File: src/rtl/fb_pkg.sv
// Shared types for the framebuffer update scheduler.
// State encoding, mode codes and framebuffer address width.
package fb_pkg;

  localparam int FB_AW = 19;
  localparam int FB_DW = 8;

  typedef enum logic [2:0] {
    ST_IDLE,
    ST_WAIT_STABLE,
    ST_WAIT_VBLANK,
    ST_RESTART,
    ST_CLEAR,
    ST_COPY
  } fb_state_e;

  localparam logic [3:0] MODE_REPL     = 4'h0;
  localparam logic [3:0] MODE_DECIM    = 4'h1;
  localparam logic [3:0] MODE_NN       = 4'h2;
  localparam logic [3:0] MODE_REPL_4X  = 4'h3;
  localparam logic [3:0] MODE_DECIM_4X = 4'h4;
  localparam logic [3:0] MODE_NN_4X    = 4'h5;

endpackage

File: src/rtl/sync_stable_detect.sv
// 2-flop synchronizer plus a saturating stability counter.
// stable rises once din has held for STABLE_CYCLES counted cycles.
module sync_stable_detect #(
  parameter int unsigned W             = 4,
  parameter int unsigned STABLE_CYCLES = 16
) (
  input  logic         clk,
  input  logic         rst_n,
  input  logic [W-1:0] din,
  input  logic         en,
  input  logic         clr,
  output logic [W-1:0] dout,
  output logic         stable
);

  localparam int CW = (STABLE_CYCLES > 1) ? $clog2(STABLE_CYCLES) : 1;
  localparam logic [CW-1:0] CMAX = CW'(STABLE_CYCLES - 1);

  logic [W-1:0]  s1_q, s1_d;
  logic [W-1:0]  s2_q, s2_d;
  logic [W-1:0]  prev_q, prev_d;
  logic [CW-1:0] cnt_q, cnt_d;
  logic          changed;

  // Sync chain shift, change detect and saturating count
  always_comb begin
    s1_d    = din;
    s2_d    = s1_q;
    prev_d  = s2_q;
    changed = (s2_q != prev_q);
    cnt_d   = cnt_q;
    if (clr || changed)
      cnt_d = '0;
    else if (en && (cnt_q != CMAX))
      cnt_d = cnt_q + 1'b1;
    dout   = s2_q;
    stable = en && !changed && (cnt_q == CMAX);
  end

  // State registers
  always_ff @(posedge clk or negedge rst_n) begin
    if (!rst_n) begin
      s1_q   <= '0;
      s2_q   <= '0;
      prev_q <= '0;
      cnt_q  <= '0;
    end else begin
      s1_q   <= s1_d;
      s2_q   <= s2_d;
      prev_q <= prev_d;
      cnt_q  <= cnt_d;
    end
  end

endmodule

File: src/rtl/fb_update_scheduler.sv
// Commits switch mode changes at vblank, restarts the copier, arbitrates RAM.
// Define FB_CLEAR_EN to zero the framebuffer between restart and copy.
module fb_update_scheduler
  import fb_pkg::*;
#(
  parameter int unsigned STABLE_CYCLES  = 1000000,
  parameter int unsigned TIMEOUT_CYCLES = 4000000,
  parameter int unsigned FB_DEPTH       = 307200
) (
  input  logic             clk_50MHz,
  input  logic             vga_reset,
  input  logic [3:0]       sw,
  input  logic             vsync_n,
  input  logic             copy_done,
  input  logic [FB_AW-1:0] cp_wraddr,
  input  logic [FB_DW-1:0] cp_wrdata,
  input  logic             cp_wren,
  input  logic             hps_req,
  input  logic [FB_AW-1:0] hps_addr,
  input  logic [FB_DW-1:0] hps_data,
  output logic [3:0]       seletor_out,
  output logic             copier_rst_n,
  output logic             display_en,
  output logic [FB_AW-1:0] ram_wraddr,
  output logic [FB_DW-1:0] ram_data,
  output logic             ram_wren,
  output logic             hps_gnt,
  output logic             busy,
  output logic             err_timeout
);

  localparam int TW = (TIMEOUT_CYCLES > 1) ? $clog2(TIMEOUT_CYCLES) : 1;
  localparam logic [TW-1:0] TMAX = TW'(TIMEOUT_CYCLES - 1);

  fb_state_e     state_q, state_d;
  logic [3:0]    sel_q, sel_d;
  logic          disp_q, disp_d;
  logic          pend_q, pend_d;
  logic          armed_q, armed_d;
  logic          abort_q, abort_d;
  logic          err_q, err_d;
  logic [1:0]    rcnt_q, rcnt_d;
  logic [TW-1:0] tcnt_q, tcnt_d;
  logic [2:0]    vs_q, vs_d;
  logic          vs_fall;
  logic [3:0]    sw_s;
  logic          sw_stable;

`ifdef FB_CLEAR_EN
  localparam int AW = (FB_DEPTH > 1) ? $clog2(FB_DEPTH) : 1;
  localparam logic [AW-1:0] AMAX = AW'(FB_DEPTH - 1);
  logic [AW-1:0] caddr_q, caddr_d;
`endif

  sync_stable_detect #(
    .W             (4),
    .STABLE_CYCLES (STABLE_CYCLES)
  ) u_sw_sync (
    .clk    (clk_50MHz),
    .rst_n  (vga_reset),
    .din    (sw),
    .en     (state_q == ST_WAIT_STABLE),
    .clr    (state_q != ST_WAIT_STABLE),
    .dout   (sw_s),
    .stable (sw_stable)
  );

  // Next-state, counters and display blanking control
  always_comb begin
    state_d = state_q;
    sel_d   = sel_q;
    disp_d  = disp_q;
    pend_d  = pend_q;
    armed_d = 1'b0;
    abort_d = 1'b0;
    err_d   = err_q;
    rcnt_d  = '0;
    tcnt_d  = '0;
`ifdef FB_CLEAR_EN
    caddr_d = '0;
`endif
    vs_d    = {vs_q[1:0], vsync_n};
    vs_fall = vs_q[2] & ~vs_q[1];
    if (pend_q && vs_fall) begin
      disp_d = 1'b1;
      pend_d = 1'b0;
    end
    unique case (state_q)
      ST_IDLE: begin
        if (sw_s != sel_q)
          state_d = ST_WAIT_STABLE;
      end
      ST_WAIT_STABLE: begin
        if (sw_s == sel_q)
          state_d = ST_IDLE;
        else if (sw_stable)
          state_d = ST_WAIT_VBLANK;
      end
      ST_WAIT_VBLANK: begin
        if (vs_fall) begin
          sel_d   = sw_s;
          disp_d  = 1'b0;
          pend_d  = 1'b0;
          state_d = ST_RESTART;
        end
      end
      ST_RESTART: begin
        if (rcnt_q == 2'd3)
`ifdef FB_CLEAR_EN
          state_d = ST_CLEAR;
`else
          state_d = ST_COPY;
`endif
        else
          rcnt_d = rcnt_q + 2'd1;
      end
`ifdef FB_CLEAR_EN
      ST_CLEAR: begin
        if (caddr_q == AMAX)
          state_d = ST_COPY;
        else
          caddr_d = caddr_q + 1'b1;
      end
`endif
      ST_COPY: begin
        armed_d = armed_q | ~copy_done;
        if (armed_q && copy_done) begin
          state_d = ST_IDLE;
          pend_d  = 1'b1;
        end else if (tcnt_q == TMAX) begin
          state_d = ST_IDLE;
          err_d   = 1'b1;
          abort_d = 1'b1;
          disp_d  = 1'b1;
          pend_d  = 1'b0;
        end else begin
          tcnt_d = tcnt_q + 1'b1;
        end
      end
      default: state_d = ST_IDLE;
    endcase
  end

  // RAM port arbitration and status outputs
  always_comb begin
    ram_wraddr   = '0;
    ram_data     = '0;
    ram_wren     = 1'b0;
    hps_gnt      = 1'b0;
    unique case (state_q)
      ST_IDLE: begin
        ram_wraddr = hps_addr;
        ram_data   = hps_data;
        ram_wren   = hps_req;
        hps_gnt    = hps_req;
      end
      ST_COPY: begin
        ram_wraddr = cp_wraddr;
        ram_data   = cp_wrdata;
        ram_wren   = cp_wren;
      end
`ifdef FB_CLEAR_EN
      ST_CLEAR: begin
        ram_wraddr = FB_AW'(caddr_q);
        ram_wren   = 1'b1;
      end
`endif
      default: ;
    endcase
    copier_rst_n = ~abort_q
                 & (state_q != ST_RESTART)
                 & (state_q != ST_CLEAR);
    seletor_out  = sel_q;
    display_en   = disp_q;
    busy         = (state_q != ST_IDLE);
    err_timeout  = err_q;
  end

  // State registers; reset lands in RESTART to load mode 0
  always_ff @(posedge clk_50MHz or negedge vga_reset) begin
    if (!vga_reset) begin
      state_q <= ST_RESTART;
      sel_q   <= '0;
      disp_q  <= 1'b0;
      pend_q  <= 1'b0;
      armed_q <= 1'b0;
      abort_q <= 1'b0;
      err_q   <= 1'b0;
      rcnt_q  <= '0;
      tcnt_q  <= '0;
      vs_q    <= '0;
`ifdef FB_CLEAR_EN
      caddr_q <= '0;
`endif
    end else begin
      state_q <= state_d;
      sel_q   <= sel_d;
      disp_q  <= disp_d;
      pend_q  <= pend_d;
      armed_q <= armed_d;
      abort_q <= abort_d;
      err_q   <= err_d;
      rcnt_q  <= rcnt_d;
      tcnt_q  <= tcnt_d;
      vs_q    <= vs_d;
`ifdef FB_CLEAR_EN
      caddr_q <= caddr_d;
`endif
    end
  end

endmodule

File: config.mk
export PLATFORM = sky130hd
export DESIGN_NAME = fb_update_scheduler
export DESIGN_NICKNAME = d
export VERILOG_FILES = /design/src/rtl/fb_pkg.sv /design/src/rtl/sync_stable_detect.sv /design/src/rtl/fb_update_scheduler.sv
export SDC_FILE = /design/constraint.sdc
export NUM_CORES = 1
export LEC_CHECK = 0
export ABC_AREA = 1
export CAP_MARGIN = 20
export CORE_MARGIN = 1
export CORE_UTILIZATION = 40
export CTS_CLUSTER_SIZE = 10
export DETAILED_ROUTE_END_ITERATION = 10
export HOLD_SLACK_MARGIN = 0.03
export PLACE_DENSITY_LB_ADDON = 0.2
export SLEW_MARGIN = 20
export SYNTH_ARGS = -nofsm -noshare
export SYNTH_HDL_FRONTEND = slang
export SYNTH_SLANG_ARGS = --single-unit
File: constraint.sdc
create_clock -name clk_50MHz -period 4.6 [get_ports clk_50MHz]
set_clock_uncertainty 0.2 [all_clocks]
set_input_delay 1.15 -clock clk_50MHz [delete_from_list [all_inputs] [get_ports clk_50MHz]]
set_output_delay 1.15 -clock clk_50MHz [all_outputs]
set_load 0.05 [all_outputs]
==> qor.txt <==
Worst Path Max Fanout = 28
Yosys warnings = 0
Dpl cells = 707
Clock buffers created by TritonCTS = 9
Worst-case setup margin in the final layout = 562 ps
Final antenna diode count = 0
CTS clk-pin slew, worst paths = 70 ps
Yosys top cell area share = 44.5%
HP Class = reg -> reg
Wire length of the first global-routing pass = 15900 um
PortBufs = 100
First-pass DRT Iterations = 4
Die outline area = 10100 um2
Leakage power summed over all cells = 2.30 nW
Via count = 3425
Total Nets Final = 656
Final TNS setup = 0 ps
RSZ-0062 raised after global routing = no
Relative slew margins = 50.1%
Most used cells in the layout excluding fill and tap cells = sky130_fd_sc_hd__nand2_1, sky130_fd_sc_hd__clkdlybuf4s50_1, sky130_fd_sc_hd__dfrtp_1
TritonCTS clock tree = built
Hpwl dp = 7250 um
Hold EP = vs_q[1]
Post-cts repair resize count = 0
Width of the chip = 101 um
Basic-gate share of the synthesized area counting and, or, nand and nor cells = 28.9%
Area delta synth->final = 36.2%
Measured slew at the worst slew-check pin = 748 ps
Pwr dens = 475 nW/um2
Worst-case reg-to-reg path depth = 8
Final setup fails = 0
Outcome = finished, final reports clean
Worst voltage drop across the vdd grid = 0.239 mV
Main area contributors after synthesis = sky130_fd_sc_hd__dfrtp_1, sky130_fd_sc_hd__nand2_1, sky130_fd_sc_hd__inv_1
Drt drc = 0
Avg Vias per Cell = 4.74
Drt initial violations = 107
FP Rows = 35
Share of the synthesized area in compound gates (AO/OA/AOI/OAI) = 13.2%
Critical path start-end classification = reg -> out
Number of nets produced by synthesis = 550
Source-to-sink clock delay at the later pin of the worst-skew pair = 350 ps
Number of filler cells placed in the layout = 855
Critical path capture point type = primary output
Mean instance size in the synthesized netlist = 8.04 um2
Placer Congestion = 0.838
Number of standard cells in the final layout excluding fillers = 723
Worst reg2reg startpoint = state_q[0]
Core Area = 9330 um2
Library cell with the largest summed area after synthesis = sky130_fd_sc_hd__dfrtp_1
Setup Fix Bufs, Post-CTS = 0
Number of flip-flops and latches in the synthesized netlist = 71
Number of sinks driven by the clock tree = 71
Largest family of logic cells by synthesized area = simple AND/OR/NAND/NOR gates
Pre-CTS WS = 604 ps
Setup crit start kind = flop
Area share of fa/ha/maj cells after synthesis = 0.967%
Pin count of the biggest net entering global routing = 38
Share of synthesized area spent on multiplexers = 0%
Initial Utilization = 41.6%
Min Tclk post-route = 4040 ps
Antenna violations before repair = 0
Antenna violation net count after detailed routing = 0
Most common cell after layout, fill and taps aside = sky130_fd_sc_hd__nand2_1
Maximum number of buffers from clock root to sink = 2
Global route overflow = 0
Hold Crit Start = vs_q[0]
Die Y = 101 um
Number of maximum-capacitance constraint violations = 0
WL per Instance = 13.2 um
Number of H-tree levels = 3
Share of the yosys chip area belonging to registers = 45.8%
Layout cells sized above 1 = 10.6%
Reg2Reg Capture Point = u_sw_sync.cnt_q[0]
Cells after synthesis = 483
Slack of the worst reg-to-reg path = 2640 ps
Ratio of final minimum period to clock period = 87.8%
GRT Util Overall = 20.1%
Worst Path Arrival = 2690 ps
I/O pin count = 101
Final number of hold-violating endpoints = 0
Crit path required time = 3250 ps
Mapped Area = 3880 um2
Xor and xnor area share after synthesis = 2.26%
FMAX = 0.248 GHz
Number of pins exceeding their max-slew limit in the final report = 0
Hold buffer count at cts = 0
Hold path depth = 0
Number of global-route vias before repair = 3343
Number of distinct library cells after synthesis = 35
Overall routed net length = 9540 um
Root buf cell = sky130_fd_sc_hd__clkbuf_8
## cell usage after synthesis, drive strengths merged
library cell and n:
a21o 1, a21oi 15, a22o 27, a2bb2oi 1, a31oi 3, and3 1, buf 8, dfrtp 69
dfstp 2, ha 3, inv 75, nand2 109, nand3 27, nand4 12, nor2 77, nor3 16
o211ai 1, o21ai 25, or2 1, xnor2 1, xor2 9
## state kept, by name, summed over array words and instances, names as in the netlist
| name | flops |
|---|---|
| err_timeout | 1 |
| display_en | 1 |
| u_sw_sync.dout | 4 |
| u_sw_sync.prev_q | 4 |
| u_sw_sync.s1_q | 4 |
| armed_q | 1 |
| pend_q | 1 |
| rcnt_q | 2 |
| seletor_out | 4 |
| u_sw_sync.cnt_q | 20 |
| vs_q | 3 |
| tcnt_q | 22 |
| abort_q | 1 |
| state_q | 3 |
## per-stage QoR
stage | instance area [um2] | util, % | hold slack (ps) | total power, mW
2_1_floorplan | 3880 | - | 131 | 1.47
3_3_place_gp | 5010 | 53.7 | 135 | 1.84
3_5_place_dp | 5010 | 53.7 | 136 | 1.85
4_1_cts | 5290 | 56.7 | 154 | 2.54
5_1_grt | 5290 | 56.7 | 157 | 2.64
6_report | 5290 | 56.7 | 149 | 2.51
## layer usage
metal / vias to the layer above / part of all wire (%) / GRT usage (%)
met4: 0 / 1.0 / 5.02
met5: - / 0 / 0
met3: 8 / 2.6 / 4.99
met2: 39 / 47 / 32.1
met1: 1606 / 49 / 27.3
li1: 1772 / - / -
## area by class of cell
class	instances	area, um2	share of cell area, %
Clock buffer	11	151	2.86
Clock inverter	5	128	2.41
Inverter	75	284	5.37
Multi-Input combinational cell	329	1760	33.4
Sequential cell	71	1780	33.7
Tap cell	129	161	3.05
Timing Repair Buffer	103	1020	19.3
## worst max-delay path by stage
stage          cells past startpoint            end       start
6_report                           6  ram_wraddr[8]  state_q[0]
5_1_grt                            6  ram_wraddr[3]  state_q[0]
4_1_cts                            6  ram_wraddr[8]  state_q[0]
3_5_place_dp                       4       ram_wren     hps_req
3_3_place_gp                       4       ram_wren     hps_req
2_1_floorplan                      2       ram_wren     hps_req
## report_power, final
| part | leakage, nW | internal, mW | switching [mW] | total (mW) |
|---|---|---|---|---|
| clock | 0.136 | 0.445 | 0.231 | 0.675 |
| combinational | 1.23 | 0.391 | 0.719 | 1.11 |
| sequential | 0.937 | 0.681 | 0.0453 | 0.726 |
## worst max-delay path: stages (launching register included)
cell,delay (ps)
sky130_fd_sc_hd__dfstp_2,580
sky130_fd_sc_hd__inv_2,70
sky130_fd_sc_hd__nor2_2,110
sky130_fd_sc_hd__nand2_2,120
sky130_fd_sc_hd__inv_2,380
sky130_fd_sc_hd__a22o_1,260
sky130_fd_sc_hd__clkdlybuf4s50_1,820
## logic make-up (layout without fill, tap and decap cells)
group	count (synthesis)	after routing
xor+xnor	10	10
buf+inv	83	194
simple gates	243	243
flops	71	71
fa+ha+maj	3	3
compound gates	73	73
Power figures use the tool's default switching activity.
